--- src/rtl/bram_port_initiator.sv ---
// Requester-side front end for a true dual-port BRAM. Two valid/ready
// request channels are mapped onto BRAM ports 0/1. Same-address hazards
// are serialised round-robin, and read data is returned on per-channel
// response strobes after the BRAM's read latency.

// One request channel: registers the BRAM port signals for one cycle per
// handshake and tracks in-flight reads down a latency-matched valid pipe.
module bram_port_chan #(
    parameter int DWIDTH    = 8,
    parameter int ADDR_W    = 8,
    parameter int READ_SYNC = 0
) (
    input  logic              clk,
    input  logic              rst,
    input  logic              hs,
    input  logic              wr,
    input  logic [ADDR_W-1:0] addr,
    input  logic [DWIDTH-1:0] wdata,
    input  logic [DWIDTH-1:0] data_out,
    output logic              port_en,
    output logic              wr_en,
    output logic [ADDR_W-1:0] addr_in,
    output logic [DWIDTH-1:0] data_in,
    output logic              rsp_valid,
    output logic [DWIDTH-1:0] rsp_rdata
);
    // Stage k is set k edges after a read handshake; the last stage marks the
    // cycle in which data_out carries that read's word.
    localparam int STAGES = READ_SYNC;

    logic [STAGES:0] vld_pipe;

    // Issue registers, read-latency pipe and response capture.
    always_ff @(posedge clk or posedge rst) begin
        if (rst) begin
            port_en   <= 1'b0;
            wr_en     <= 1'b0;
            addr_in   <= '0;
            data_in   <= '0;
            vld_pipe  <= '0;
            rsp_valid <= 1'b0;
            rsp_rdata <= '0;
        end else begin
            port_en <= hs;
            wr_en   <= hs & wr;
            // Address/data hold their last values between requests.
            if (hs) begin
                addr_in <= addr;
                data_in <= wdata;
            end
            vld_pipe[0] <= hs & ~wr;
            for (int i = 1; i <= STAGES; i++) begin
                vld_pipe[i] <= vld_pipe[i-1];
            end
            rsp_valid <= vld_pipe[STAGES];
            if (vld_pipe[STAGES]) begin
                rsp_rdata <= data_out;
            end
        end
    end
endmodule

module bram_port_initiator #(
    parameter int DWIDTH    = 8,
    parameter int DEPTH     = 256,
    parameter int ADDR_W    = 8,
    parameter int READ_SYNC = 0,
    parameter int CNT_W     = 16
) (
    input  logic              clk,
    input  logic              rst,
    input  logic              req_valid_0,
    input  logic              req_valid_1,
    output logic              req_ready_0,
    output logic              req_ready_1,
    input  logic              req_wr_0,
    input  logic              req_wr_1,
    input  logic [ADDR_W-1:0] req_addr_0,
    input  logic [ADDR_W-1:0] req_addr_1,
    input  logic [DWIDTH-1:0] req_wdata_0,
    input  logic [DWIDTH-1:0] req_wdata_1,
    output logic              rsp_valid_0,
    output logic              rsp_valid_1,
    output logic [DWIDTH-1:0] rsp_rdata_0,
    output logic [DWIDTH-1:0] rsp_rdata_1,
    output logic              clk_en,
    output logic              singleportmode,
    output logic              port_en_0,
    output logic              wr_en_0,
    output logic [ADDR_W-1:0] addr_in_0,
    output logic [DWIDTH-1:0] data_in_0,
    input  logic [DWIDTH-1:0] data_out_0,
    output logic              port_en_1,
    output logic              wr_en_1,
    output logic [ADDR_W-1:0] addr_in_1,
    output logic [DWIDTH-1:0] data_in_1,
    input  logic [DWIDTH-1:0] data_out_1,
    input  logic              collision_flag,
    output logic              err_collision,
    output logic [CNT_W-1:0]  conflict_cnt
);
    // The address must be able to reach every BRAM word.
    if (DEPTH > (1 << ADDR_W)) begin : g_depth_chk
        $error("bram_port_initiator: DEPTH exceeds 2**ADDR_W");
    end

    logic                         ptr;      // channel that wins the next conflict
    logic                         conflict;
    logic [1:0]                   hs, wr, port_en, wr_en, rsp_valid;
    logic [1:0][ADDR_W-1:0]       addr, addr_in;
    logic [1:0][DWIDTH-1:0]       wdata, data_out, data_in, rsp_rdata;

    // A write on either side to a shared address is a hazard; read/read is not.
    assign conflict = req_valid_0 & req_valid_1 & (req_addr_0 == req_addr_1)
                    & (req_wr_0 | req_wr_1);

    assign req_ready_0 = ~rst & (~conflict | ~ptr);
    assign req_ready_1 = ~rst & (~conflict |  ptr);

    assign hs       = {req_valid_1 & req_ready_1, req_valid_0 & req_ready_0};
    assign wr       = {req_wr_1, req_wr_0};
    assign addr     = {req_addr_1, req_addr_0};
    assign wdata    = {req_wdata_1, req_wdata_0};
    assign data_out = {data_out_1, data_out_0};

    for (genvar c = 0; c < 2; c++) begin : g_chan
        bram_port_chan #(
            .DWIDTH   (DWIDTH),
            .ADDR_W   (ADDR_W),
            .READ_SYNC(READ_SYNC)
        ) u_chan (
            .clk      (clk),
            .rst      (rst),
            .hs       (hs[c]),
            .wr       (wr[c]),
            .addr     (addr[c]),
            .wdata    (wdata[c]),
            .data_out (data_out[c]),
            .port_en  (port_en[c]),
            .wr_en    (wr_en[c]),
            .addr_in  (addr_in[c]),
            .data_in  (data_in[c]),
            .rsp_valid(rsp_valid[c]),
            .rsp_rdata(rsp_rdata[c])
        );
    end

    assign port_en_0      = port_en[0];
    assign wr_en_0        = wr_en[0];
    assign addr_in_0      = addr_in[0];
    assign data_in_0      = data_in[0];
    assign port_en_1      = port_en[1];
    assign wr_en_1        = wr_en[1];
    assign addr_in_1      = addr_in[1];
    assign data_in_1      = data_in[1];
    assign rsp_valid_0    = rsp_valid[0];
    assign rsp_valid_1    = rsp_valid[1];
    assign rsp_rdata_0    = rsp_rdata[0];
    assign rsp_rdata_1    = rsp_rdata[1];
    assign singleportmode = 1'b0;

    // Clock enable, round-robin pointer, stall counter and sticky error.
    always_ff @(posedge clk or posedge rst) begin
        if (rst) begin
            clk_en        <= 1'b0;
            ptr           <= 1'b0;
            conflict_cnt  <= '0;
            err_collision <= 1'b0;
        end else begin
            clk_en <= 1'b1;
            if (conflict) begin
                ptr <= ~ptr;
                if (conflict_cnt != {CNT_W{1'b1}}) begin
                    conflict_cnt <= conflict_cnt + 1'b1;
                end
            end
            if (collision_flag) begin
                err_collision <= 1'b1;
            end
        end
    end
endmodule

--- config.mk ---
export PLATFORM = sky130hd
export DESIGN_NAME = bram_port_initiator
export DESIGN_NICKNAME = d
export VERILOG_FILES = /design/src/rtl/bram_port_initiator.sv
export SDC_FILE = /design/constraint.sdc
export NUM_CORES = 1
export LEC_CHECK = 0
export CAP_MARGIN = 20
export CORE_MARGIN = 2
export CORE_UTILIZATION = 42
export CTS_BUF_LIST = sky130_fd_sc_hd__clkbuf_4 sky130_fd_sc_hd__clkbuf_8 sky130_fd_sc_hd__clkbuf_16
export DETAILED_ROUTE_END_ITERATION = 10
export GPL_TIMING_DRIVEN = 0
export PLACE_DENSITY = 0.75
export SETUP_SLACK_MARGIN = 0.2
export SYNTH_ARGS = -nofsm -noshare
export SYNTH_HDL_FRONTEND = slang
export SYNTH_SLANG_ARGS = --single-unit
--- constraint.sdc ---
create_clock -name clk -period 3.01 [get_ports clk]
set_input_delay 0.4515 -clock clk [delete_from_list [all_inputs] [get_ports clk]]
set_output_delay 0.4515 -clock clk [all_outputs]
set_load 0.1 [all_outputs]
==> summary.md <==
| Metric | Value |
|---|---|
| Num CTS Buffers | `9` |
| Antenna cells | `0` |
| # IOs | `between 100 and 150` |
| Cell variety after synth | `31` |
| Critical Path Start Type | `input pin` |
| Power per cell area | `698 nW/µm²` |
| All-layer global routing usage | `0.167` |
| Area share of the largest cell type after synthesis | `0.616` |
| Final Instance Area | `~4700 µm²` |
| Worst-path maximum fanout | `6` |
| Drt total wl | `around 6500 µm` |
| Slew Viols, Final | `0` |
| Switching Share | `0.431` |
| Leakage | `2.03 nW` |
| Core area | `7140 µm²` |
| Setup Crit Path Kind | `in2out` |
| Tcrit/Tclk final | `0.916` |
| First-pass GRT wire length | `~10,000 µm` |
| Clk Latency, worst-skew pair | `0.35 ns` |
| Placed standard-cell area | `4500 µm²` |
| NumNets Final | `about 410` |
| Mapped cell area | `3050 µm²` |
| CTS Buffer Depth | `2` |
| Synthesized Nets | `around 260` |
| Synth warn | `0` |
| DRC | `0` |
| Clk pwr share | `0.243` |
| TNS Setup | `0 ns` |
| Post-route setup slack | `approximately 0.25 ns` |
| Syn Area/Cell | `approximately 15 µm²` |
| Power share of the combinational group | `0.402` |
| Critical path data required time | `between 2 and 3 ns` |
| Post-Synthesis Cells | `208` |
| Largest net degree at the start of global routing | `37` |
| Clk root buf | `clkbuf_8` |
| Pre-CTS setup slack | `-0.753 ns` |
| Min Tclk post-route | `around 2.8 ns` |
| Final GP Congestion | `~0.78` |
| Share of post-route cells with drive strength above 1 | `0.242` |
| Post-synth top area cell | `dfrtp_1` |
| Hold Violations, Final | `0` |
| Average wire per standard cell | `approximately 14 µm` |
| Clk sink count | `75` |
| #FFs+latches synth | `75` |
| Synth-to-Final Area Change | `55.8%` |
| CTS tree | `done` |
| Ranking of synthesized cells by area | `dfrtp_1, mux2_2, xnor2_1` |
| Least-Margin Pin Slew | `approximately 1.0 ns` |
| Async SR Flop Fraction | `1.00` |
| H-tree lvl count | `3` |
| Reg power frac | `0.355` |
| Critical Path AT | `2.31 ns` |
| NetSw | `between 1 and 1.5 mW` |
| Via count | `between 2k and 2.5k` |
| P_int | `1.89 mW` |
| Total Power | `3.32 mW` |
| Die Wd | `89.2 µm` |
| # rows | `31` |
| Worst-path clk slew | `about 0.090 ns` |
| Ys flop type | `dfrtp_1` |
| Hold Crit Class | `reg2reg` |
| Outcome | `finished, final reports clean` |
| GR Overflow Total | `0` |
| DR vias/cell | `4.73` |
| Setup crit end kind | `primary output` |
| Die area | `just under 8000 µm²` |
| IO Port Bufs | `between 100 and 150` |
| RSZ-0062 raised after global routing | `false` |
| Max Clock Skew | `around 0.0091 ns` |
| Initial core utilization | `0.427` |
| Vias in the first global route | `2,052` |
| Sequential area share after synthesis | `0.616` |
| Drt pass-1 iters | `4` |
| Initial DRC count | `between 40 and 50` |
| Count leader, synth | `dfrtp_1` |
| Endpoints failing setup | `0` |
| Post-synth EDFFs | `0` |
| Die Y | `approximately 89 µm` |
| HPWL Detailed | `roughly 4800 µm` |
| Max Cap Viol | `0` |
| FMAX | `approximately 360 MHz` |
| Synth cell count leaders | `dfrtp_1, mux2_2, xnor2_1, xor2_1` |
| Post-route ant nets | `0` |
| Slew headroom | `0.332` |
| Worst vdd ir | `around 470 µV` |
| Antenna violations before repair | `0` |
path summary, 6_finish.rpt:
path | to | slack [ns] | cells past startpoint | from
setup / recovery | req_ready_1 | 0.25 | 8 | req_addr_1[0]
hold / removal | g_chan[1].u_chan.rsp_valid$_DFF_PP0_ | 0.37 | 0 | g_chan[1].u_chan.vld_pipe$_DFF_PP0_
setup reg to reg | conflict_cnt[3]$_DFFE_PP0P_ | 0.44 | 7 | conflict_cnt[0]$_DFFE_PP0P_
hold reg to reg | g_chan[1].u_chan.rsp_valid$_DFF_PP0_ | 0.37 | 0 | g_chan[1].u_chan.vld_pipe$_DFF_PP0_
max in group asynchronous | g_chan[0].u_chan.addr_in[4]$_DFFE_PP0P_ | 1.87 | 4 | rst
min in group asynchronous | conflict_cnt[8]$_DFFE_PP0P_ | 0.44 | 2 | rst
final cells by class:
class / instances / area [µm²]
well taps: 99 / 124
multi-input cells: 121 / 1110
clock buffers: 10 / 138
clock inverters: 6 / 71.3
fillers: 589 / 2390
flip-flops and latches: 75 / 1880
repair buffers: 132 / 1330
plain buffers: 8 / 77.6
inverters: 4 / 18.8
sequential cells by signal (all words and copies together), names as in the netlist:
name / cells
g_chan.u_chan.rsp_rdata: 16
g_chan.u_chan.port_en: 2
g_chan.u_chan.wr_en: 2
err_collision: 1
g_chan.u_chan.data_in: 16
conflict_cnt: 16
g_chan.u_chan.rsp_valid: 2
clk_en: 1
g_chan.u_chan.addr_in: 16
g_chan.u_chan.vld_pipe: 2
ptr: 1
cell usage in the layout (no fill, tap or decap), drive strengths merged, types with 2 or more instances in the layout:
cell type,n
clkdlybuf4s50,118
dfrtp,75
mux2,49
xnor2,16
clkbuf,12
buf,12
xor2,8
nand2,7
dlygate4sd2,7
nand4,6
nor2,6
inv,6
and4,4
and3,4
nand3,3
nor3,3
clkinvlp,3
and2,2
conb,2
o211ai,2
metal layers:
layer	wire length (µm)	global-route usage
met1	2840	0.218
met5	0	0
met3	521	0.0508
met4	125	0.0746
met2	2980	0.257
critical path, stage by stage:
cell,delay (ns)
clkdlybuf4s50_1,0.43
xor2_1,0.18
or4_4,0.43
or3_4,0.35
buf_8,0.15
nor2_4,0.08
nor2_1,0.05
buf_6,0.18
cell families (layout without fill, tap and decap cells):
kind of cell | count (synthesis) | in the layout | share of synthesized area
simple gates | 41 | 41 | 0.0747
flops | 75 | 75 | 0.616
compound gates | 4 | 4 | 0.0156
mux | 49 | 49 | 0.190
xor+xnor | 24 | 24 | 0.0689
other cells | 2 | 2 | 0.00246
fa+ha+maj | 1 | 1 | 0.00410
buf+inv | 12 | 160 | 0.0291
what timing repair did:
item,CTS,global route
gates cloned,0,0
resized for setup,28,2
buffers inserted,2,0
endpoints found under the hold margin,0,0
endpoints found under the setup margin,15,18
hold buffers,0,0
pin swaps,1,1
power by group through the flow:
stage                     sequential (mW)  combinational (mW)  clock (mW)
after global routing                 1.19                1.37       0.862
after CTS                            1.18                1.34       0.829
after floorplan                      2.01               0.174           0
after global placement               1.19                1.33           0
final                                1.18                1.33       0.807
after detailed placement             1.19                1.34           0
per-stage QoR:
stage	hold WS, ns	util	instances
after floorplan	0.352	-	208
after global placement	0.357	0.625	435
after detailed placement	0.358	0.631	437
after CTS	0.380	0.665	455
after global routing	0.399	0.665	455
final	0.373	0.665	455
Power figures use the tool's default switching activity.
